### src/rtl/fifo_burst_reader_pkg.sv
// Shared widths, hold-stage state encoding and counter helper for the FIFO burst reader.
package fifo_burst_reader_pkg;

  localparam int CNT_W   = 16;
  localparam int STATS_W = 32;

  typedef enum logic [1:0] {
    H_EMPTY,
    H_PENDING,
    H_READY
  } hold_state_e;

  function automatic logic [CNT_W-1:0] sat_inc(input logic [CNT_W-1:0] v,
                                               input logic [CNT_W-1:0] lim);
    return (v == lim) ? v : v + CNT_W'(1);
  endfunction

endpackage

### src/rtl/fifo_burst_reader_stream_out.sv
// Output register slice: holds data/last stable while the consumer stalls, accepts a refill on transfer.
module stream_out_reg_m
  import fifo_burst_reader_pkg::*;
#(
  parameter int W = 1
) (
  input  logic         clk,
  input  logic         rst,
  input  logic         load,
  input  logic [W-1:0] in_data,
  input  logic         in_last,
  input  logic         m_ready,
  output logic         can_load,
  output logic [W-1:0] m_data,
  output logic         m_valid,
  output logic         m_last
);

  typedef struct packed {
    logic [W-1:0] data;
    logic         last;
  } entry_t;

  entry_t o_q, o_d;
  logic   valid_q, valid_d;

  always_comb begin
    o_d     = o_q;
    valid_d = valid_q;
    if (load) begin
      o_d.data = in_data;
      o_d.last = in_last;
      valid_d  = 1'b1;
    end else if (m_ready) begin
      o_d.last = 1'b0;
      valid_d  = 1'b0;
    end
  end

  always_ff @(posedge clk or posedge rst) begin
    if (rst) begin
      o_q     <= '0;
      valid_q <= 1'b0;
    end else begin
      o_q     <= o_d;
      valid_q <= valid_d;
    end
  end

  assign can_load = !valid_q | m_ready;
  assign m_data   = o_q.data;
  assign m_valid  = valid_q;
  assign m_last   = o_q.last;

endmodule

### src/rtl/fifo_burst_reader_m.sv
// FWFT FIFO drain that frames items into bursts (BURST_LEN beats or idle timeout).
// Optional beat/flush statistics ports are enabled with FIFO_BURST_READER_STATS_EN.
module fifo_burst_reader_m
  import fifo_burst_reader_pkg::*;
#(
  parameter type DATA_ITEM_TYPE = logic,
  parameter int  BURST_LEN      = 16,
  parameter int  TIMEOUT        = 64
) (
  input  logic                             clk,
  input  logic                             rst,
  input  logic [$bits(DATA_ITEM_TYPE)-1:0] head,
  input  logic                             empty,
  input  logic                             rd_rst_busy,
  output logic                             pop,
  output logic [$bits(DATA_ITEM_TYPE)-1:0] m_data,
  output logic                             m_valid,
  output logic                             m_last,
  input  logic                             m_ready
`ifdef FIFO_BURST_READER_STATS_EN
  ,
  output logic [STATS_W-1:0]               bursts_cnt,
  output logic [STATS_W-1:0]               flush_cnt
`endif
);

  localparam int W = $bits(DATA_ITEM_TYPE);
  localparam logic [CNT_W-1:0] LAST_BEAT = CNT_W'(BURST_LEN - 1);
  localparam logic [CNT_W-1:0] TIMER_LIM = CNT_W'(TIMEOUT);

  logic             hv_q, hv_d;
  logic [W-1:0]     h_data_q, h_data_d;
  logic [CNT_W-1:0] beat_q, beat_d;
  logic [CNT_W-1:0] timer_q, timer_d;

  logic        avail, at_end, expired, h_last, h_move, o_can_load;
  hold_state_e h_state;

  always_comb begin
    avail   = !empty & !rd_rst_busy;
    at_end  = (beat_q == LAST_BEAT);
    expired = (timer_q == TIMER_LIM);
    h_last  = at_end | expired;

    // An item may leave H once its last flag is known: either the burst is full,
    // the idle timer fired, or a follower is already waiting in the FIFO.
    if (!hv_q)                        h_state = H_EMPTY;
    else if (at_end | avail | expired) h_state = H_READY;
    else                              h_state = H_PENDING;

    h_move = (h_state == H_READY) & o_can_load;
    pop    = avail & (!hv_q | h_move) & !rst;

    hv_d     = pop ? 1'b1 : (h_move ? 1'b0 : hv_q);
    h_data_d = pop ? head : h_data_q;

    beat_d = beat_q;
    if (h_move) beat_d = h_last ? '0 : beat_q + CNT_W'(1);

    timer_d = timer_q;
    if (pop | h_move)          timer_d = '0;
    else if (hv_q & !avail)    timer_d = sat_inc(timer_q, TIMER_LIM);
  end

  always_ff @(posedge clk or posedge rst) begin
    if (rst) begin
      hv_q     <= 1'b0;
      h_data_q <= '0;
      beat_q   <= '0;
      timer_q  <= '0;
    end else begin
      hv_q     <= hv_d;
      h_data_q <= h_data_d;
      beat_q   <= beat_d;
      timer_q  <= timer_d;
    end
  end

  stream_out_reg_m #(.W(W)) u_out (
    .clk      (clk),
    .rst      (rst),
    .load     (h_move),
    .in_data  (h_data_q),
    .in_last  (h_last),
    .m_ready  (m_ready),
    .can_load (o_can_load),
    .m_data   (m_data),
    .m_valid  (m_valid),
    .m_last   (m_last)
  );

`ifdef FIFO_BURST_READER_STATS_EN
  logic [STATS_W-1:0] bursts_q, bursts_d, flush_q, flush_d;

  always_comb begin
    bursts_d = bursts_q;
    flush_d  = flush_q;
    if (m_valid & m_ready & m_last) bursts_d = bursts_q + STATS_W'(1);
    // Only closures caused purely by the idle timer count as flushes.
    if (h_move & expired & !at_end) flush_d = flush_q + STATS_W'(1);
  end

  always_ff @(posedge clk or posedge rst) begin
    if (rst) begin
      bursts_q <= '0;
      flush_q  <= '0;
    end else begin
      bursts_q <= bursts_d;
      flush_q  <= flush_d;
    end
  end

  assign bursts_cnt = bursts_q;
  assign flush_cnt  = flush_q;
`endif

endmodule

### config.mk
export PLATFORM = sky130hd
export DESIGN_NAME = fifo_burst_reader_m
export DESIGN_NICKNAME = d
export VERILOG_FILES = /design/src/rtl/fifo_burst_reader_pkg.sv /design/src/rtl/fifo_burst_reader_stream_out.sv /design/src/rtl/fifo_burst_reader_m.sv
export SDC_FILE = /design/constraint.sdc
export NUM_CORES = 1
export LEC_CHECK = 0
export CAP_MARGIN = 40
export CORE_UTILIZATION = 45
export CTS_CLUSTER_SIZE = 12
export DETAILED_ROUTE_END_ITERATION = 16
export GPL_TIMING_DRIVEN = 0
export PLACE_DENSITY = 0.61
export SYNTH_ARGS = -nofsm -noshare
export SYNTH_HDL_FRONTEND = slang
export SYNTH_SLANG_ARGS = --single-unit
### constraint.sdc
create_clock -name clk -period 2.3 [get_ports clk]
set_input_delay 0.345 -clock clk [delete_from_list [all_inputs] [get_ports clk]]
set_output_delay 0.345 -clock clk [all_outputs]
set_load 0.01 [all_outputs]
==> results.txt <==
- After detailed routing, the number of remaining DRC violations is 0.
* Bufs and invs on worst path: 3
- Clock tree from TritonCTS: yes
* Clock transition at path regs: 0.07 ns
- Number of buffers inserted to repair setup after CTS: 0
- Area leader, netlist: sky130_fd_sc_hd__dfrtp_1
- Number of cells traversed by the worst register-to-register path: 7
- Unrepaired setup endpoints after global routing: no
* Outcome: finished, final reports clean
- Pin placement for this block handled 10 I/O pins.
* Met2 WL post-DR: 1.86 mm
- The worst setup path is captured at a primary output.
- Prior to clock tree synthesis, the placed netlist has a worst setup slack of -0.252 ns.
- CP required: 1.96 ns
- Buffer depth of the longest clock path: 2
- First-pass GRT wire length: 7.39 mm
* Effective utilization at floorplan: 46.7%
* DR vias/cell: 5.76
- Buffers inserted to repair hold after CTS numbered 0.
* Starting DRT DRC Count: 118
- The signal on the critical path passes through clkdlybuf4s50_1, or2_2, buf_2, a211oi_2, dlygate4sd2_1.
- After global routing the overflow that remains totals 0.
* Kind of start point of the critical path: input pin
* Post-synth top area share: 45.5%
- Fraction of layout instances using a drive strength above 1: 8.02%
* Design internal power: 1.13 mW
* Syn Area/Cell: 9.21 sq um
* Final period util: 94.7%
- Of the total power, registers draw 50.4%.
* Top delay family on crit path: buffers and inverters
- Synth area leaders: sky130_fd_sc_hd__dfrtp_1, sky130_fd_sc_hd__nor2_1, sky130_fd_sc_hd__xnor2_1
- The synthesized design contains 0 enable-type register cells.
* Seq cells post-synth: 37
* Ys async rst share: 100%
- Filler cells: 399
- The number of antenna diodes in the final layout is 0.
- Sequential share of the synthesized area: 45.5%
* Leakage Power: 0.994 nW
* Number of rows in the core area: 24
- Clock power frac: 27.6%
* Warnings, synthesis: 0
- The setup path with the least slack is of type input pin to primary output.
- The tree is rooted in a sky130_fd_sc_hd__clkbuf_8.
* Die boundary height: 69.2 microns
- Via total after detailed routing: 1664
- Highest Signal Layer: met4
- For the final database, setup skew stands at 0.00809 ns.
- Setup slack after layout: 0.122 ns
- Subtracting the final worst setup slack from the clock period gives 2.18 ns.
- At the worst endpoint, the arrival time is 1.83 ns.
* WL met1: 2.04 mm
- The first TritonRoute pass finished after 4 iterations.
- The via count of the first global-routing pass is 1624.
- Kind of path behind the tightest hold check: flip-flop to flip-flop
- Total number of clock tree sinks: 37
- Growth of design area from synthesis to finish: 12.2%
* Max-slew headroom: 46.8%
* HPWL after DPL: 2.96 mm
- In this run switching power makes up 31.4% of total power.
* Nets@finish: 246
* Reg-to-Reg Start: timer_q[0]
* Yosys cell types: 41
* Most used standard cells in the synthesized netlist: sky130_fd_sc_hd__dfrtp_1, sky130_fd_sc_hd__nor2_1, sky130_fd_sc_hd__nand2_1
* Core ar.: 4350 sq um
- The number of nets in the synthesized netlist is 230.
- After synthesis the cells add up to 2030 sq um.
* Horizontal extent of the die: 69.2 microns
- Final WL: 4.13 mm
* Measured slew at the worst slew-check pin: 0.797 ns
- IR analysis of the VDD net gives a maximum drop of 0.000428 V.
- In this run the power spent charging and discharging nets is 519 uW.
* Hold Path Depth: 1
* Max Fclk: 459 MHz
- Max stage delay on crit path: 0.47 ns
- The floorplan step defined a die boundary enclosing 4790 sq um.
- Summed over all nets, wire length on met3 after detailed routing comes to 174 microns.
- In the final routed layout, each cell accounts on average for 14.3 microns.
- Worst hold slack: 0.498 ns
* Clock latency reported for the late side of the worst-skew pair: 0.29 ns
* Total Routing Usage GR: 19.2%
- Count of mapped cells out of synthesis: 221
* Critical hold path startpoint: h_data_q
- Number of hold violations in the final report: 0
* Count of port buffers added during placement: 9
- Dividing total power by cell area gives a power density of 725 nW/um^2.
* Part of the total power dissipated in combinational logic: 22.0%
- The number of antenna violations at the first check in global routing came to 0.
- For this design, the slowest cell found on the critical path is sky130_fd_sc_hd__clkdlybuf4s50_1.
* Slew Viols, Final: 0
* Pin count of the biggest net entering global routing: 39
* Max_cap viols: 0
* Clock buffers created by TritonCTS: 5
- For this run, the leading register cell type out of synthesis is sky130_fd_sc_hd__dfrtp_1.
* GP Congestion: 0.790
- The H-tree was split into 2 levels.
* CP Depth: 5
- Tracing the worst setup path back leads to its startpoint at rd_rst_busy.
* Critical path peak fanout: 9
- Setup violations remaining at the end of the flow were counted as 0.
- ANT nets after route: 0
- Yosys instantiated no cell more often than sky130_fd_sc_hd__dfrtp_1.
==> power groups by stage <==
stage / sequential (mW) / clock (mW) / combinational (mW)
global placement: 0.844 / 0 / 0.363
floorplan: 0.827 / 0 / 0.258
CTS: 0.833 / 0.468 / 0.368
global route: 0.848 / 0.500 / 0.411
finish: 0.834 / 0.456 / 0.364
detailed placement: 0.842 / 0 / 0.368
==> path summary, 6_finish.rpt <==
path                                      to  slack [ns]
worst min register to register  u_out.m_data        0.50
max in group asynchronous         timer_q[5]        1.18
worst max-delay path                     pop        0.12
worst max register to register  u_out.m_data        0.18
min in group asynchronous          beat_q[3]        0.62
worst min-delay path            u_out.m_data        0.50
==> cell families (layout without fill, tap and decap cells) <==
| family | Yosys count | in the layout | synth area share, % |
|---|---|---|---|
| buffers and inverters | 14 | 30 | 2.83 |
| adder cells (fa/ha/maj) | 3 | 3 | 1.85 |
| AND/OR/NAND/NOR | 109 | 109 | 28.6 |
| XOR/XNOR | 15 | 15 | 6.46 |
| AO/OA/AOI/OAI | 39 | 39 | 12.7 |
| flip-flops | 37 | 37 | 45.5 |
| multiplexers | 4 | 4 | 2.09 |
==> cell type report <==
type | instances | area [sq um] | share of cell area (%)
inverter | 7 | 26.3 | 1.15
multi-input combinational | 170 | 1060 | 46.4
buffer | 7 | 31.3 | 1.37
clock buffer | 7 | 86.3 | 3.78
timing repair buffer | 9 | 88.8 | 3.89
tap | 52 | 65.1 | 2.85
sequential | 37 | 926 | 40.6
==> flip-flops by register name, summed over array words and instances, names as in the netlist <==
signal and count:
u_out.m_data 1, u_out.m_valid 1, u_out.m_last 1, h_data_q 1, hv_q 1, beat_q 16
timer_q 16
==> layer usage <==
metal  vias up  global-route usage, %
met5         -                      0
met2        26                   30.1
li1        830                      -
met4         0                   5.44
met3         5                   4.80
met1       803                   26.5
==> metrics by stage <==
step / power [mW] / instance area [sq um] / setup TNS, ns / utilization (%) / instances
after floorplan: 1.08 / 2030 / 0 / - / 221
after global placement: 1.21 / 2190 / -1.16 / 50.3 / 282
after detailed placement: 1.21 / 2190 / -0.672 / 50.3 / 282
after CTS: 1.67 / 2280 / 0 / 52.4 / 289
after global routing: 1.76 / 2280 / 0 / 52.4 / 289
final: 1.65 / 2280 / 0 / 52.4 / 289
==> layout by cell type (no fill, tap or decap), drive strengths merged, types with 4 or more instances in the layout <==
cell type      count
dfrtp             37
a22o               4
nor4               8
nor3               8
clkdlybuf4s50      8
nand2             15
xnor2             10
buf                4
o21ai             17
nor2              33
or3                6
xor2               5
nand4             10
nand3             14
a21o               9
clkbuf            10
inv                7
==> what timing repair did <==
item,4_1_cts,5_1_grt
pin swaps,0,0
endpoints found under the setup margin,1,10
resized for setup,2,1
(Power assumes the default switching activity.)
